===== src/rtl/id_ex_stage.sv =====
// Decode stage of the pipelined OTTER core: field extraction, immediate generation,
// writeback bypass, load-use hazard detection and the ID/EX pipeline register.
module id_ex_stage (
   input  logic        CLK,
   input  logic        RST,
   input  logic [31:0] IF_ID_INSTR,
   input  logic [31:0] IF_ID_PC,
   input  logic        IF_ID_VALID,
   input  logic [31:0] RD1,
   input  logic [31:0] RD2,
   input  logic        WB_WE,
   input  logic [4:0]  WB_RD,
   input  logic [31:0] WB_DATA,
   input  logic        EX_FLUSH,
   output logic [4:0]  A1,
   output logic [4:0]  A2,
   output logic        STALL,
   output logic        ID_EX_VALID,
   output logic [31:0] ID_EX_PC,
   output logic [31:0] ID_EX_RS1_DATA,
   output logic [31:0] ID_EX_RS2_DATA,
   output logic [31:0] ID_EX_IMM,
   output logic [4:0]  ID_EX_RS1,
   output logic [4:0]  ID_EX_RS2,
   output logic [4:0]  ID_EX_RD,
   output logic [6:0]  ID_EX_OPCODE,
   output logic [2:0]  ID_EX_FUNCT3,
   output logic        ID_EX_FUNCT7B5,
   output logic        ID_EX_REGWRITE,
   output logic        ID_EX_MEMREAD,
   output logic        ID_EX_MEMWRITE
);

   typedef enum logic [2:0] {FMT_ILL, FMT_R, FMT_I, FMT_S, FMT_B, FMT_U, FMT_J} fmt_t;

   logic [31:0] instr;
   logic [4:0]  rs1, rs2, rd;
   logic [6:0]  opcode;
   logic [2:0]  funct3;
   fmt_t        fmt;
   logic [31:0] imm;
   logic        uses_rs1, uses_rs2, regwrite;
   logic [31:0] rs1_data, rs2_data;
   logic        hazard, load_en;

   logic        valid_q, valid_d;
   logic [31:0] pc_q, pc_d, rs1_data_q, rs1_data_d, rs2_data_q, rs2_data_d, imm_q, imm_d;
   logic [4:0]  rs1_q, rs1_d, rs2_q, rs2_d, rd_q, rd_d;
   logic [6:0]  opcode_q, opcode_d;
   logic [2:0]  funct3_q, funct3_d;
   logic        funct7b5_q, funct7b5_d;
   logic        regwrite_q, regwrite_d, memread_q, memread_d, memwrite_q, memwrite_d;

   assign instr  = IF_ID_INSTR;
   assign rs1    = instr[19:15];
   assign rs2    = instr[24:20];
   assign rd     = instr[11:7];
   assign opcode = instr[6:0];
   assign funct3 = instr[14:12];
   assign A1     = rs1;
   assign A2     = rs2;

   always_comb begin
      fmt = FMT_ILL;
      case (opcode)
         7'b0010011, 7'b0000011, 7'b1100111: fmt = FMT_I;
         7'b0100011:                         fmt = FMT_S;
         7'b1100011:                         fmt = FMT_B;
         7'b0110111, 7'b0010111:             fmt = FMT_U;
         7'b1101111:                         fmt = FMT_J;
         7'b0110011:                         fmt = FMT_R;
         default:                            fmt = FMT_ILL;
      endcase
   end

   always_comb begin
      imm = 32'd0;
      case (fmt)
         FMT_I:   imm = {{20{instr[31]}}, instr[31:20]};
         FMT_S:   imm = {{20{instr[31]}}, instr[31:25], instr[11:7]};
         FMT_B:   imm = {{19{instr[31]}}, instr[31], instr[7], instr[30:25], instr[11:8], 1'b0};
         FMT_U:   imm = {instr[31:12], 12'd0};
         FMT_J:   imm = {{11{instr[31]}}, instr[31], instr[19:12], instr[20], instr[30:21], 1'b0};
         default: imm = 32'd0;
      endcase
   end

   assign regwrite = (fmt == FMT_R) || (fmt == FMT_I) || (fmt == FMT_U) || (fmt == FMT_J);
   assign uses_rs1 = (fmt == FMT_R) || (fmt == FMT_I) || (fmt == FMT_S) || (fmt == FMT_B);
   assign uses_rs2 = (fmt == FMT_R) || (fmt == FMT_S) || (fmt == FMT_B);

   // The register file writes on the same edge we capture, so forward WB data here.
   always_comb begin
      rs1_data = RD1;
      rs2_data = RD2;
      if (WB_WE && (WB_RD != 5'd0) && (WB_RD == rs1)) rs1_data = WB_DATA;
      if (WB_WE && (WB_RD != 5'd0) && (WB_RD == rs2)) rs2_data = WB_DATA;
      if (rs1 == 5'd0) rs1_data = 32'd0;
      if (rs2 == 5'd0) rs2_data = 32'd0;
   end

   assign hazard = valid_q && memread_q && (rd_q != 5'd0) && IF_ID_VALID &&
                   ((uses_rs1 && (rd_q == rs1)) || (uses_rs2 && (rd_q == rs2)));
   assign STALL   = hazard && !EX_FLUSH && !RST;
   assign load_en = IF_ID_VALID && !EX_FLUSH && !hazard;

   always_comb begin
      valid_d    = 1'b0;
      pc_d       = 32'd0;
      rs1_data_d = 32'd0;
      rs2_data_d = 32'd0;
      imm_d      = 32'd0;
      rs1_d      = 5'd0;
      rs2_d      = 5'd0;
      rd_d       = 5'd0;
      opcode_d   = 7'd0;
      funct3_d   = 3'd0;
      funct7b5_d = 1'b0;
      regwrite_d = 1'b0;
      memread_d  = 1'b0;
      memwrite_d = 1'b0;
      if (load_en) begin
         valid_d    = 1'b1;
         pc_d       = IF_ID_PC;
         rs1_data_d = rs1_data;
         rs2_data_d = rs2_data;
         imm_d      = imm;
         rs1_d      = rs1;
         rs2_d      = rs2;
         rd_d       = rd;
         opcode_d   = opcode;
         funct3_d   = funct3;
         funct7b5_d = instr[30];
         regwrite_d = regwrite;
         memread_d  = (opcode == 7'b0000011);
         memwrite_d = (opcode == 7'b0100011);
      end
   end

   always_ff @(posedge CLK or posedge RST) begin
      if (RST) begin
         valid_q    <= 1'b0;
         pc_q       <= 32'd0;
         rs1_data_q <= 32'd0;
         rs2_data_q <= 32'd0;
         imm_q      <= 32'd0;
         rs1_q      <= 5'd0;
         rs2_q      <= 5'd0;
         rd_q       <= 5'd0;
         opcode_q   <= 7'd0;
         funct3_q   <= 3'd0;
         funct7b5_q <= 1'b0;
         regwrite_q <= 1'b0;
         memread_q  <= 1'b0;
         memwrite_q <= 1'b0;
      end else begin
         valid_q    <= valid_d;
         pc_q       <= pc_d;
         rs1_data_q <= rs1_data_d;
         rs2_data_q <= rs2_data_d;
         imm_q      <= imm_d;
         rs1_q      <= rs1_d;
         rs2_q      <= rs2_d;
         rd_q       <= rd_d;
         opcode_q   <= opcode_d;
         funct3_q   <= funct3_d;
         funct7b5_q <= funct7b5_d;
         regwrite_q <= regwrite_d;
         memread_q  <= memread_d;
         memwrite_q <= memwrite_d;
      end
   end

   assign ID_EX_VALID    = valid_q;
   assign ID_EX_PC       = pc_q;
   assign ID_EX_RS1_DATA = rs1_data_q;
   assign ID_EX_RS2_DATA = rs2_data_q;
   assign ID_EX_IMM      = imm_q;
   assign ID_EX_RS1      = rs1_q;
   assign ID_EX_RS2      = rs2_q;
   assign ID_EX_RD       = rd_q;
   assign ID_EX_OPCODE   = opcode_q;
   assign ID_EX_FUNCT3   = funct3_q;
   assign ID_EX_FUNCT7B5 = funct7b5_q;
   assign ID_EX_REGWRITE = regwrite_q;
   assign ID_EX_MEMREAD  = memread_q;
   assign ID_EX_MEMWRITE = memwrite_q;

endmodule


===== config.mk =====
export PLATFORM = sky130hd
export DESIGN_NAME = id_ex_stage
export DESIGN_NICKNAME = d
export VERILOG_FILES = /design/src/rtl/id_ex_stage.sv
export SDC_FILE = /design/constraint.sdc
export NUM_CORES = 1
export LEC_CHECK = 0
export CORE_MARGIN = 1.5
export CORE_UTILIZATION = 40
export CTS_CLUSTER_DIAMETER = 120
export DETAILED_ROUTE_END_ITERATION = 6
export PLACE_DENSITY = 0.81
export REMOVE_ABC_BUFFERS = 1
export SYNTH_ARGS = -nofsm -noshare
export SYNTH_HDL_FRONTEND = slang
export SYNTH_SLANG_ARGS = --single-unit

===== constraint.sdc =====
create_clock -name CLK -period 6.7 [get_ports CLK]
set_input_delay 1.34 -clock CLK [delete_from_list [all_inputs] [get_ports CLK]]
set_output_delay 1.34 -clock CLK [all_outputs]
set_load 0.1 [all_outputs]

==> results of run 1 <==
==> final cells by class <==
type | instances | area (um^2) | area share
flip-flops and latches | 158 | 3954 | 0.3688
repair buffers | 346 | 3441 | 0.3210
multi-input cells | 319 | 2401 | 0.2240
clock buffers | 18 | 439.2 | 0.04097
well taps | 216 | 270.3 | 0.02521
clock inverters | 14 | 180.2 | 0.01681
inverters | 8 | 35.03 | 0.003268
==> metrics by stage <==
stage               std cells  utilization  total power [mW]  worst slack, ns  hold WS, ns
global route             1079       0.6676             2.653            1.473        1.379
global placement         1047       0.6290             1.569            1.736        1.315
finish                   1079       0.6676             2.569            1.677        1.344
detailed placement       1047       0.6290             1.574            1.701        1.334
floorplan                 485            -             1.333           0.8457        1.410
CTS                      1079       0.6676             2.588            1.688        1.345
==> synth_stat cells, drive strengths merged, types with 4 or more instances <==
master	count	area, um^2
a21oi	21	105.1
a22oi	4	30.03
and2	58	362.9
and3	6	37.54
buf	37	255.3
clkbuf	8	30.03
dfrtp	158	3954
inv	8	30.03
mux2i	65	650.6
nand2	27	101.4
nand3	6	30.03
nor2	12	45.04
nor3	67	545.5
nor4	4	37.53
o21ai	5	25.02
or4	5	37.54
xnor2	16	140.1
xor2	4	35.03
==> critical path, stage by stage <==
cell             delay [ns]
clkdlybuf4s50_1        0.49
nand2_1                0.24
a211o_1                0.36
inv_1                  0.06
ha_1                   0.30
nand3_1                0.11
o21bai_1               0.18
nand3_1                0.11
nor3_1                 0.16
buf_4                  0.32
==> power by group through the flow <==
stage          clock, mW  sequential [mW]  combinational (mW)
3_5_place_dp           0             1.01               0.562
6_report            1.02            0.994               0.560
5_1_grt             1.07            0.996               0.583
3_3_place_gp           0             1.01               0.559
2_1_floorplan          0             1.24              0.0899
4_1_cts             1.03            0.994               0.563
==> logic make-up after synthesis <==
kind of cell / share of synthesized area
compound gates: 0.03956
xor+xnor: 0.02637
fa+ha+maj: 0.003767
simple gates: 0.1863
mux: 0.1013
buf+inv: 0.04747
flops: 0.5952
==> flip-flops by register name, summed over array words and instances, names as in the netlist <==
| signal | flops |
|---|---|
| ID_EX_VALID | 1 |
| ID_EX_PC | 32 |
| ID_EX_RS1_DATA | 32 |
| ID_EX_RS2_DATA | 32 |
| ID_EX_FUNCT7B5 | 1 |
| ID_EX_RD | 5 |
| ID_EX_IMM | 32 |
| ID_EX_FUNCT3 | 3 |
| ID_EX_MEMREAD | 1 |
| ID_EX_RS1 | 5 |
| ID_EX_RS2 | 5 |
| ID_EX_REGWRITE | 1 |
| ID_EX_OPCODE | 7 |
| ID_EX_MEMWRITE | 1 |
==> how the worst max path moves through the flow <==
stage / end / slack (ns)
finish: STALL / 1.68
global route: STALL / 1.47
CTS: STALL / 1.69
detailed placement: STALL / 1.70
global placement: STALL / 1.74
floorplan: STALL / 0.85
==> routing by layer <==
layer | vias up | track usage | part of all wire
li1 | 2438 | - | -
met1 | 2513 | 0.2788 | 0.40
met2 | 228 | 0.4081 | 0.52
met3 | 31 | 0.05037 | 0.055
met4 | 0 | 0.08951 | 0.025
met5 | - | 0 | 0
==> flow_metrics.py, run 1 <==
metrics = {
    "run_status": {
        "status": "finished, final reports clean",
    },
    "global_routing": {
        "grt-ovfl-total": 0,
        "grt_pass1_vias": 5410,
        "track_usage": 0.2325,
        "grt_antenna_before_repair": 0,
        "grt_max_degree": 66,
        "grt_pass1_wl_mm": 30.96,
    },
    "cts": {
        "hold_buffers": 0,
        "clock-sinks": 158,
        "cts.path.max_buffers": 2,
        "htree_num_levels": 4,
        "path_clk_slew_ns": 0.06,
        "cts_resized": 0,
        "cts_tree": "built",
        "cts_made_buffers": 17,
        "clk_latency_ns": 0.42,
        "cts_setup_buffers": 0,
        "cts-root-buf": "clkbuf_16",
    },
    "logic_synthesis": {
        "ys_seq_area_frac": 0.5952,
        "syn_area_um2": 6643,
        "synth_edf_count": 0,
        "synth_cells": 530,
        "synth_ff_type": "dfrtp_1",
        "async_flop_share": 1.000,
        "yosysWarnings": 0,
        "syn_avg_cell_area_um2": 12.53,
        "post_synth_num_cell_types": 41,
        "ys_ff_latch": 158,
    },
    "critical_path": {
        "end_kind": "primary output",
        "worst-path-max-fanout": 11,
        "r2r_slack_ns": 3.73,
        "r2r_cells": 7,
        "reg2reg_to": "ID_EX_IMM[9]$_DFF_PP0_",
        "path_class": "in -> out",
        "critPathLaunch": "IF_ID_INSTR[1]",
        "cp.arrival_ns": 3.68,
        "cp.required_ns": 5.36,
        "start_kind": "input pin",
        "reg2reg_from": "ID_EX_RD[1]$_DFF_PP0_",
    },
    "routing": {
        "drc": 0,
        "routed_wl_mm": 20.15,
        "drt_pass1_iterations": 4,
        "antenna_violating_nets_post_route": 0,
        "vias_per_cell": 4.829,
        "routedWlPerCell_um": 18.67,
        "drt-initial-drc-count": 173,
        "vias": 5210,
    },
    "placement": {
        "routabilityCongestion": 0.7863,
        "hpwlAfterDp_mm": 14.60,
        "placed_area_um2": 10100,
        "port_buffers": 338,
    },
    "layout": {
        "final_nets": 1022,
        "drive_above_1_share": 0.1112,
        "final_common_cell": "clkdlybuf4s50_1",
        "final_area_um2": 10720,
        "area_growth_pct": 61.39,
        "diodes": 0,
        "final_cell_mix": "clkdlybuf4s50_1, dfrtp_1, mux2i_1",
        "nFillCells": 1230,
    },
    "floorplan": {
        "ioPinCount": 339,
        "dieHeight_um": 131.9,
        "die_w_um": 131.9,
        "core-area_um2": 16060,
        "die-area_um2": 17390,
        "rows": 46,
        "initial_core_util": 0.4137,
    },
    "power": {
        "switching_share": 0.3101,
        "comb_power_share": 0.218,
        "p_leak_nw": 4.392,
        "p_int_mw": 1.772,
        "power-per-cell-area_nw_per_um2": 239.6,
        "p_seq_frac": 0.387,
        "p_sw_mw": 0.7966,
        "clockPowerShare": 0.395,
        "max-vdd-ir-drop_v": 0.0001568,
    },
    "timing": {
        "period_share": 0.7498,
        "final.setup.tns_ns": 0,
        "fmax_mhz": 199.1,
        "setup_viol": 0,
        "hold_viol": 0,
        "rsz0062_at_grt": "false",
        "fin_skew_ns": 0.01040,
        "min_period_ns": 5.023,
        "worst_slew_pin_slew_ns": 1.081,
        "maxSlewHeadroom": 0.2773,
        "slew_violations": 0,
    },
    "hold_path": {
        "hp-class": "in -> async",
    },
    "run": {
        "maxCapViolCount": 0,
    },
}
Power figures use the tool's default switching activity.
==> run 2: changes to the inputs <==
Clock period 6.7 ns to 4.9 ns, I/O delays scaled along.
==> flow_metrics.py, run 2 (synthesized netlist as in run 1, its figures left out) <==
metrics = {
    "global_routing": {
        "grt_pass1_wl_mm": 31.43,
        "grt_antenna_before_repair": 0,
        "use_met2": 0.4034,
        "grtUsageMet3": 0.06267,
        "grt_pass1_vias": 5497,
        "grt-ovfl-total": 0,
        "grtUsageMet1": 0.2820,
        "grt_max_degree": 98,
        "grt-busiest-layer": "met2",
        "track_usage": 0.2372,
    },
    "routing": {
        "routedWlPerCell_um": 18.61,
        "vias": 5250,
        "vias_per_cell": 4.857,
        "routed_wl_mm": 20.12,
        "drc": 0,
        "antenna_violating_nets_post_route": 0,
        "drt-initial-drc-count": 228,
        "drt_pass1_iterations": 4,
    },
    "layout": {
        "final_nets": 1024,
        "final_common_cell": "clkdlybuf4s50_1",
        "drive_above_1_share": 0.1237,
        "diodes": 0,
        "final_cell_mix": "clkdlybuf4s50_1, dfrtp_1, mux2i_1",
        "area_growth_pct": 60.71,
        "nFillCells": 1203,
    },
    "timing": {
        "maxSlewHeadroom": 0.2909,
        "slew_violations": 0,
        "fmax_mhz": 228.6,
        "hold_ws_ns": 1.091,
        "period_share": 0.8926,
        "min_period_ns": 4.374,
        "rsz0062_at_grt": "false",
        "setup_viol": 0,
        "worst_slew_pin_slew_ns": 1.060,
        "fin_skew_ns": 0.01445,
        "hold_viol": 0,
    },
    "critical_path": {
        "end_kind": "primary output",
        "start_kind": "input pin",
        "worst-path-max-fanout": 11,
        "path_class": "in -> out",
        "cp.arrival_ns": 3.39,
        "cp.required_ns": 3.92,
        "path_cells": "clkdlybuf4s50_1 -> nand2_1 -> a211o_1 -> inv_1 -> ha_1 -> nand3_1 -> o21bai_1 -> nand3_1 -> nor3_1 -> buf_12",
        "slowest_stage": "clkdlybuf4s50_1",
        "cp_slowest_stage_delay_ns": 0.52,
        "critPathMostFrequentCell": "nand3_1",
    },
    "run": {
        "maxCapViolCount": 0,
    },
    "cts": {
        "htree_num_levels": 4,
        "cts.path.max_buffers": 2,
        "hold_buffers": 0,
        "cts_tree": "built",
        "cts_made_buffers": 17,
        "cts_setup_buffers": 0,
        "cts_resized": 0,
        "clk_latency_ns": 0.44,
        "clock-sinks": 158,
        "path_clk_slew_ns": 0.07,
        "cts-root-buf": "clkbuf_16",
    },
    "floorplan": {
        "die-area_um2": 17390,
        "die_w_um": 131.9,
        "dieHeight_um": 131.9,
        "rows": 46,
        "core-area_um2": 16060,
        "ioPinCount": 339,
        "initial_core_util": 0.4137,
    },
    "power": {
        "max-vdd-ir-drop_v": 0.0002221,
        "total_power_mw": 3.398,
        "power-per-cell-area_nw_per_um2": 318.3,
        "p_leak_nw": 4.387,
    },
    "placement": {
        "port_buffers": 338,
        "routabilityCongestion": 0.8145,
        "hpwlAfterDp_mm": 14.34,
    },
    "run_status": {
        "status": "finished, final reports clean",
    },
    "hold_path": {
        "hp-class": "in -> reg",
    },
}
run 2: per-stage QoR:
stage / instance area [um^2] / util / std cells / setup TNS [ns] / worst slack (ns)
detailed placement: 10120 / 0.6300 / 1049 / 0 / 0.6101
global route: 10680 / 0.6648 / 1081 / 0 / 0.3682
finish: 10680 / 0.6648 / 1081 / 0 / 0.5263
CTS: 10680 / 0.6648 / 1081 / 0 / 0.5822
floorplan: 6357 / - / 485 / -54.46 / -0.3432
global placement: 10120 / 0.6300 / 1049 / 0 / 0.6332
run 2: final timing paths:
path	slack, ns	endpoint	cells past startpoint	start
min reg2reg	1.14	ID_EX_IMM[16]$_DFF_PP0_	4	ID_EX_VALID$_DFF_PP0_
max	0.53	STALL	10	IF_ID_INSTR[0]
min in group asynchronous	1.14	ID_EX_MEMREAD$_DFF_PP0_	2	RST
min	1.09	ID_EX_PC[27]$_DFF_PP0_	2	IF_ID_PC[27]
max reg2reg	2.10	ID_EX_IMM[9]$_DFF_PP0_	6	ID_EX_RD[1]$_DFF_PP0_
max in group asynchronous	2.86	ID_EX_PC[18]$_DFF_PP0_	3	RST
run 2: per-layer routing:
metal / up-vias / part of all wire
met5: - / 0
met2: 234 / 0.50
li1: 2447 / -
met3: 39 / 0.057
met1: 2530 / 0.41
met4: 0 / 0.034
run 2: worst max-delay path: cells and delay by family:
family | cells | cell delay, ns
AO/OA/AOI/OAI | 2 | 0.55
adder cells (fa/ha/maj) | 1 | 0.31
AND/OR/NAND/NOR | 4 | 0.75
buffers and inverters | 3 | 0.80
run 2: cell type report:
cell class / instances / area [um^2] / share of cell area
well taps: 216 / 270.3 / 0.02532
flip-flops and latches: 158 / 3954 / 0.3704
inverters: 8 / 35.03 / 0.003282
repair buffers: 348 / 3456 / 0.3237
multi-input cells: 319 / 2401 / 0.2249
clock inverters: 14 / 130.1 / 0.01219
clock buffers: 18 / 429.2 / 0.04020
run 2: report_power, final:
part	total [mW]	internal, mW	switching (mW)	leakage [nW]
Clock	1.27	0.708	0.567	0.273
Sequential	1.36	1.35	0.0131	2.14
Combinational	0.765	0.249	0.516	1.97
Total	3.40	2.30	1.10	4.39
==> run 3: changes to the inputs <==
Settings changed: SKIP_CTS_REPAIR_TIMING set to 1.
==> results of run 3 <==
Same layout as run 2: the final DEF is identical, and so are final timing and power.
